File: src/rtl/cpu_trace_buffer.sv
// rtl/cpu_trace_buffer.sv - PC/instruction trace buffer with linear/circular capture and PC trigger
// Optional macro CPU_TRACE_TIMESTAMP_EN adds a 32-bit cycle timestamp per entry and the rd_ts output.
module cpu_trace_buffer #(
    parameter int DATA_W = 32,
    parameter int DEPTH  = 16,
    parameter int PTR_W  = $clog2(DEPTH)
) (
    input  logic              CLOCK_50,
    input  logic              KEY,
    input  logic              cap_valid,
    input  logic [DATA_W-1:0] cap_pc,
    input  logic [DATA_W-1:0] cap_instr,
    input  logic              arm,
    input  logic              mode,
    input  logic              trig_en,
    input  logic [DATA_W-1:0] trig_pc,
    input  logic [PTR_W-1:0]  post_count,
    input  logic              rd_en,
    output logic [DATA_W-1:0] rd_pc,
    output logic [DATA_W-1:0] rd_instr,
    output logic              rd_valid,
    output logic [PTR_W:0]    count,
    output logic              overflow,
`ifdef CPU_TRACE_TIMESTAMP_EN
    output logic [31:0]       rd_ts,
`endif
    output logic [1:0]        state
);

    typedef enum logic [1:0] {
        S_IDLE  = 2'd0,
        S_ARMED = 2'd1,
        S_POST  = 2'd2,
        S_DONE  = 2'd3
    } state_t;

`ifdef CPU_TRACE_TIMESTAMP_EN
    localparam int ENTRY_W = 2 * DATA_W + 32;
`else
    localparam int ENTRY_W = 2 * DATA_W;
`endif

    localparam logic [PTR_W:0] FULL_CNT   = (PTR_W + 1)'(DEPTH);
    localparam logic [PTR_W:0] ALMOST_CNT = (PTR_W + 1)'(DEPTH - 1);

    state_t              cur_state;
    state_t              nxt_state;
    logic [PTR_W-1:0]    wr_ptr;
    logic [PTR_W-1:0]    rd_ptr;
    logic [PTR_W-1:0]    post_q;
    logic                mode_q;
    logic                trig_en_q;
    logic [DATA_W-1:0]   trig_pc_q;
    logic [ENTRY_W-1:0]  mem [DEPTH];
    logic [ENTRY_W-1:0]  wr_entry;

    logic wr_fire;
    logic rd_fire;
    logic full;
    logic trig_hit;

    assign state    = cur_state;
    assign full     = (count == FULL_CNT);
    assign trig_hit = trig_en_q && (cap_pc == trig_pc_q);
    assign wr_fire  = cap_valid && !arm && ((cur_state == S_ARMED) || (cur_state == S_POST));
    assign rd_fire  = rd_en && !arm && (cur_state == S_DONE) && (count != '0);

`ifdef CPU_TRACE_TIMESTAMP_EN
    logic [31:0] ts_cnt;

    always_ff @(posedge CLOCK_50 or negedge KEY) begin
        if (!KEY) begin
            ts_cnt <= '0;
        end else begin
            ts_cnt <= ts_cnt + 32'd1;
        end
    end

    assign wr_entry = {ts_cnt, cap_pc, cap_instr};
`else
    assign wr_entry = {cap_pc, cap_instr};
`endif

    always_ff @(posedge CLOCK_50 or negedge KEY) begin
        if (!KEY) begin
            cur_state <= S_IDLE;
        end else begin
            cur_state <= nxt_state;
        end
    end

    // The trigger beats linear-full: a trigger on the last free slot still enters POST.
    always_comb begin
        nxt_state = cur_state;
        if (arm) begin
            nxt_state = S_ARMED;
        end else begin
            case (cur_state)
                S_ARMED: begin
                    if (cap_valid) begin
                        if (trig_hit) begin
                            nxt_state = (post_q == '0) ? S_DONE : S_POST;
                        end else if (mode_q && (count == ALMOST_CNT)) begin
                            nxt_state = S_DONE;
                        end
                    end
                end
                S_POST: begin
                    if (cap_valid && (post_q == PTR_W'(1))) begin
                        nxt_state = S_DONE;
                    end
                end
                default: nxt_state = cur_state;
            endcase
        end
    end

    // Trace storage carries no reset so it can map onto block RAM.
    always_ff @(posedge CLOCK_50) begin
        if (wr_fire) begin
            mem[wr_ptr] <= wr_entry;
        end
    end

    always_ff @(posedge CLOCK_50 or negedge KEY) begin
        if (!KEY) begin
            wr_ptr    <= '0;
            rd_ptr    <= '0;
            count     <= '0;
            overflow  <= 1'b0;
            post_q    <= '0;
            mode_q    <= 1'b0;
            trig_en_q <= 1'b0;
            trig_pc_q <= '0;
            rd_valid  <= 1'b0;
            rd_pc     <= '0;
            rd_instr  <= '0;
`ifdef CPU_TRACE_TIMESTAMP_EN
            rd_ts     <= '0;
`endif
        end else begin
            rd_valid <= 1'b0;
            if (arm) begin
                wr_ptr    <= '0;
                rd_ptr    <= '0;
                count     <= '0;
                overflow  <= 1'b0;
                post_q    <= post_count;
                mode_q    <= mode;
                trig_en_q <= trig_en;
                trig_pc_q <= trig_pc;
            end else begin
                if (wr_fire) begin
                    wr_ptr <= wr_ptr + PTR_W'(1);
                    if (full) begin
                        rd_ptr   <= rd_ptr + PTR_W'(1);
                        overflow <= 1'b1;
                    end else begin
                        count <= count + (PTR_W + 1)'(1);
                    end
                    if (cur_state == S_POST) begin
                        post_q <= post_q - PTR_W'(1);
                    end
                end
                if (rd_fire) begin
                    rd_ptr   <= rd_ptr + PTR_W'(1);
                    count    <= count - (PTR_W + 1)'(1);
                    rd_valid <= 1'b1;
                    rd_pc    <= mem[rd_ptr][2*DATA_W-1:DATA_W];
                    rd_instr <= mem[rd_ptr][DATA_W-1:0];
`ifdef CPU_TRACE_TIMESTAMP_EN
                    rd_ts    <= mem[rd_ptr][ENTRY_W-1:2*DATA_W];
`endif
                end
            end
        end
    end

endmodule

File: config.mk
export PLATFORM = sky130hd
export DESIGN_NAME = cpu_trace_buffer
export DESIGN_NICKNAME = d
export VERILOG_FILES = /design/src/rtl/cpu_trace_buffer.sv
export SDC_FILE = /design/constraint.sdc
export NUM_CORES = 1
export LEC_CHECK = 0
export BUFFER_PORTS_ARGS = -buffer_cell sky130_fd_sc_hd__buf_2
export CORE_MARGIN = 8
export CORE_UTILIZATION = 35
export DETAILED_ROUTE_END_ITERATION = 12
export GPL_TIMING_DRIVEN = 0
export HOLD_SLACK_MARGIN = 0.05
export PLACE_DENSITY = 0.52
export SETUP_SLACK_MARGIN = 0.05
export SYNTH_ARGS = -nofsm -noshare
export SYNTH_HDL_FRONTEND = slang
export SYNTH_SLANG_ARGS = --single-unit
File: constraint.sdc
create_clock -name CLOCK_50 -period 9.1 [get_ports CLOCK_50]
set_clock_uncertainty 0.1 [all_clocks]
set_input_delay 1.82 -clock CLOCK_50 [delete_from_list [all_inputs] [get_ports CLOCK_50]]
set_output_delay 1.82 -clock CLOCK_50 [all_outputs]
set_load 0.05 [all_outputs]
; ---- Word-level counts from Yosys, hierarchy flattened
; Memories as Yosys holds them, arrays and structs flattened. A register that Yosys moved wholly into a read port is not among the register bits.
; Index checks and enable logic that the tools add are counted.
[word_totals]
mem_count = 1
ramBits = 1024
latch_bits = 0
input_bits = 107
reg_bits = 55
mem_bits_ro = 0
[classes]
reduce_logical = 25
bitwise = 1
magnitude_cmp = 0
add_sub_neg = 5
mul = 0
n_eq_ne = 11
div = 0
shift = 0
n_mux = 27
[memory_table]
columns = memory, depth, width, read_ports, rd_ports_with_merged_regs, write_ports, line
row1 = mem, 16, 64, 1, 1, 1, 54  ; logic [ENTRY_W-1:0] mem [DEPTH];
[op_table]
columns = op, count
row1 = $mux W4, 9
row2 = $eq A32 B32 Y1, 1
row3 = $mux W5, 4
row4 = $mux W2, 5
row5 = $reduce_and A2 Y1, 5
row6 = $ne A3 B3 Y1 const B, 3
row7 = $reduce_bool A3 Y1, 3
row8 = $add A4 B1 Y4 const B, 2
row9 = $logic_and A1 B1 Y1, 8
row10 = $mux W1, 8
row11 = $reduce_bool A2 Y1, 3
row12 = $add A5 B1 Y5 const B, 1
row13 = $eq A5 B4 Y1 const B, 1
row14 = $eq A5 B5 Y1 const B, 1
row15 = $reduce_bool A5 Y1, 1
row16 = $sub A5 B1 Y5 const B, 1
row17 = $eq A2 B2 Y1 const B, 2
row18 = $eq A4 B1 Y1 const B, 1
row19 = $logic_not A4 Y1, 1
row20 = $ne A4 B3 Y1 const B, 1
row21 = $pmux W2 S2, 1
row22 = $reduce_and A4 Y1, 1
row23 = $sub A4 B1 Y4 const B, 1
row24 = $eq A2 B1 Y1 const B, 1
row25 = other kinds (3), 4

; ---- Longest topological paths before layout
[logic_depth]
depth_word = 7
mapped_depth = 11
depth_no_buf = 10

; ---- Least setup slack after synthesis
; Ideal clock, no wire load.
[synth_timing]
kind = input to register
start = in arm
end = mem mem[3][0] (netlist name), enable pin
required_ns = 8.435
setup_slack_ns = 1.754
n_path_buf = 1
cell_stages = 4
arrival_time_ns = 6.681
setup_time_ns = 0.565
path_cell_list = clkbuf_1 > nor2_1 > nand2_1 > nor3_1
[synth_via]
elab_chain_len = 5
[synth_lines]
columns = item, line
row1 = from (decl), 13  ; input logic arm,
row2 = $logic_not A1 Y1, 65  ; assign wr_fire = cap_valid && !arm && ((cur_state == S_ARMED) || (cur_state == S_POST));
row3 = $logic_and A1 B1 Y1 (2 in series), 65
row4 = $mux W1, 120  ; if (wr_fire) begin
row5 = $mux W1 (not written as such), 121  ; mem[wr_ptr] <= wr_entry;
row6 = to (decl), 54
; No other way between the ends.

; ---- Final worst setup path
[layout_timing]
start = in rd_en
end = reg count[4]
[layout_via]
elab_chain_len = 5
word_cells_on_any_way = 8
classes_between = eq/ne: 1 / mux: 2 / reduce/logical: 5
[layout_lines]
columns = item, line
row1 = from (decl), 18  ; input logic rd_en,
row2 = $logic_and A1 B1 Y1 (*) (3 in series), 66  ; assign rd_fire = rd_en && !arm && (cur_state == S_DONE) && (count != '0);
row3 = $ne A3 B3 Y1 (no line) (tied with other cells), -
row4 = $reduce_and A2 Y1 (no line) or $mux W5 (tied branches), -
row5 = to (signal assigned), 159  ; count <= count + (PTR_W + 1)'(1);
row6 = to (signal assigned), 167  ; count <= count - (PTR_W + 1)'(1);
row7 = to (decl), 22  ; output logic [PTR_W:0] count,
; Mark *: on every way between the ends. The rest lies on a longest branch, timed or not.
; A chain may end at the register's enable or synchronous reset.

==> flow_metrics.tcl <==
set metrics [dict create \
    hold_path_class "register to register" \
    hold_viol 0 \
    rows 130 \
    crit_type "primary input to register" \
    syn_nets 1970 \
    layout.nets 2349 \
    synth_area_leaders "edfxtp_1 (70%), mux4_2 (16%), dfrtp_1 (6.8%), mux2_2 (2.5%), buf_6 (0.62%)" \
    cts_buffers 115 \
    peakVddDrop_mv 0.149 \
    pwr-share-comb 0.212 \
    drc_errors 0 \
    cpLargestDelayFamily "buffers and inverters" \
    max_freq_ghz 0.233 \
    cts_sinks 1143 \
    path_clk_slew_ns 0.06 \
    core_um2 125000 \
    syn_avg_cell_area_um2 23.7 \
    final_cell_mix "edfxtp_1 (1,024), mux4_2 (320), buf_2 (186), dfrtp_1 (119), clkbuf_16 (116)" \
    power_switching_mw 3.80 \
    cts_tree "yes" \
    start_util 0.351 \
    final_common_cell "edfxtp_1" \
    netlist_area_um2 43800 \
    die_w_um 370 \
    cts-root-buf "clkbuf_16" \
    routabilityCongestion 0.758 \
    io_buffers 179 \
    drtIter0Drc 1732 \
    ios 180 \
    yosysWarnings 0 \
    postCtsSetupRepairBufs 0 \
    clock_path_buffers 3 \
    p_sw_frac 0.280 \
    intPower_mw 9.79 \
    overflow 0 \
    slew_headroom 0.190 \
    ys_async_sr_fraction 0.104 \
    grt_pass1_wl_mm 163 \
    fin_crit_ns 4.29 \
    post_cts_resized 0 \
    drive_above_1_share 0.387 \
    dp.cells 3761 \
    synth_flop_cell "edfxtp_1" \
    holdBufCountCts 0 \
    synth_area_leader_cell "edfxtp_1" \
    h-tree-depth 3 \
    synth_enable_flop_cells 1024 \
    powerDensity_nw_per_um2 261 \
    dieArea_um2 137000 \
    ys_types 43 \
    setup_ws_ns 4.81 \
    layout.cells.non_filler 3979 \
    cp_slowest_stage_delay_ns 0.81 \
    leakagePower_nw 16.9 \
    antenna_found_initial 13 \
    clock_latency_ns 0.72 \
    cp-start-kind "primary input" \
    maxCapViolCount 0 \
    postSynthCellCount 1849 \
    dpl_worst_slack_ns 4.02 \
    rsz0062_at_grt "no" \
    crit_path_end_kind "register" \
    final_antenna_net_count 0 \
    outcome "completed" \
    path_max_fanout 12 \
    yosysSeqAreaShare 0.770 \
    synth_top_area_frac 0.702 \
    clkPwrFrac 0.343 \
    route.vias.total 20500 \
    wirelength_mm 114 \
    nFillCells 10900 \
    finalMaxSlewViolations 0 \
    setup_viol 0 \
    track_usage 0.166 \
    power_frac_seq 0.444 \
    finalPower_mw 13.6 \
    via_per_inst 5.16 \
    area_growth_pct 19.0 \
    crit_path_top_delay_cell "buf_1" \
    die_h_um 370 \
    worst_slew_pin_slew_ns 1.21 \
    hpwlAfterDp_mm 76.2 \
    grt_start_max_net_pins 75 \
    wire_per_inst_um 28.7 \
    cp.required_ns 9.57 \
    timing.final.crit_share 0.472 \
    drtPass1Iterations 7 \
    arrival_ns 4.76 \
    crit_chain "buf_2 > nand2_1 > o21bai_1 > nor2_1 > buf_1 > inv_1 > fa_1 > nor2b_1 > o21ai_0 > a221oi_1 > a311oi_1" \
    path_buf_inv 3 \
    grt_pass1_vias 22200 \
    synth_seq_cells 1143 \
]
==> flip-flops by register name, summed over array words and instances (netlist names) <==
register	count
count	5
mem	1024
mode_q	1
overflow	1
post_q	4
rd_instr	32
rd_pc	32
rd_ptr	4
rd_valid	1
state	2
trig_en_q	1
trig_pc_q	32
wr_ptr	4
==> worst reg2reg max path, cell delays in order (launching register included) <==
cell and delay (ns):
dfrtp_1 0.48, inv_1 0.08, ha_1 0.31, nand2b_1 0.24, nor2_1 0.31, nand2_1 0.30
nor3_2 0.81, buf_8 0.25, buf_6 0.19, buf_6 0.20, buf_8 0.16, buf_6 0.15
==> kinds of logic after synthesis <==
family                   synth area share
flip-flops                          0.770
XOR/XNOR                          0.00640
adder cells (fa/ha/maj)           0.00417
multiplexers                        0.190
AO/OA/AOI/OAI                     0.00542
AND/OR/NAND/NOR                    0.0108
buffers and inverters              0.0134
==> path summary, 6_finish.rpt <==
path / from / end / slack, ns / depth (start not counted)
max: rd_en / count[4] / 4.81 / 11
min: rd_instr[13] / rd_instr[13] / 0.40 / 1
max reg2reg: state[0] / mem[2][11] / 5.22 / 11
min reg2reg: rd_instr[13] / rd_instr[13] / 0.40 / 1
max in group asynchronous: KEY / rd_pc[2] / 7.06 / 2
min in group asynchronous: KEY / trig_pc_q[20] / 0.96 / 1
==> area by class of cell <==
type,count,area (um^2),share of cell area
inverter,16,60.1,0.00115
antenna,3,7.51,0.000144
buffer,90,529,0.0101
multi-input combinational,600,9620,0.184
sequential,1143,33700,0.647
clock buffer,160,3160,0.0606
clock inverter,55,548,0.0105
timing repair buffer,262,2440,0.0468
tap,1650,2060,0.0396
==> power groups by stage <==
stage | registers, mW | logic, mW | clock network (mW)
final | 6.04 | 2.89 | 4.67
after global routing | 6.07 | 3.07 | 4.97
after CTS | 6.05 | 2.97 | 4.78
after detailed placement | 6.16 | 2.96 | 0
after global placement | 6.17 | 2.91 | 0
after floorplan | 6.63 | 1.51 | 0
==> metrics by stage <==
stage                     TNS (ns)  hold slack, ns  instance area [um^2]   util
final                            0           0.399                 52200  0.418
after floorplan                  0           0.381                 43800      -
after detailed placement         0           0.392                 48400  0.388
after global placement    -2027.78           0.391                 46800  0.375
after global routing             0           0.418                 52200  0.417
after CTS                        0           0.406                 52100  0.417
==> routing by layer <==
layer	part of all wire	global-route usage	up-vias
met4	0.023	0.0474	6
met1	0.43	0.226	11200
met5	0.00025	0	-
met2	0.49	0.276	591
met3	0.055	0.0283	144
li1	-	-	8597
==> Yosys cell counts, types with 2 or more instances <==
master and number:
nor2b_1 7, nand2_1 20, xnor2_1 25, mux2_2 99, edfxtp_1 1024, a31oi_1 2
or3_1 2, nor4_1 4, xor2_1 7, buf_2 8, nand2b_1 10, nor2_1 30
dfrtp_1 119, buf_6 24, o2111ai_1 3, a21oi_1 10, ha_1 13, mux4_2 320
nand3_1 4, clkbuf_1 39, inv_1 16, nor3_1 9, o21ai_0 11, buf_1 18
nand4_1 7
No activity file was read; power rests on OpenSTA's default activity.
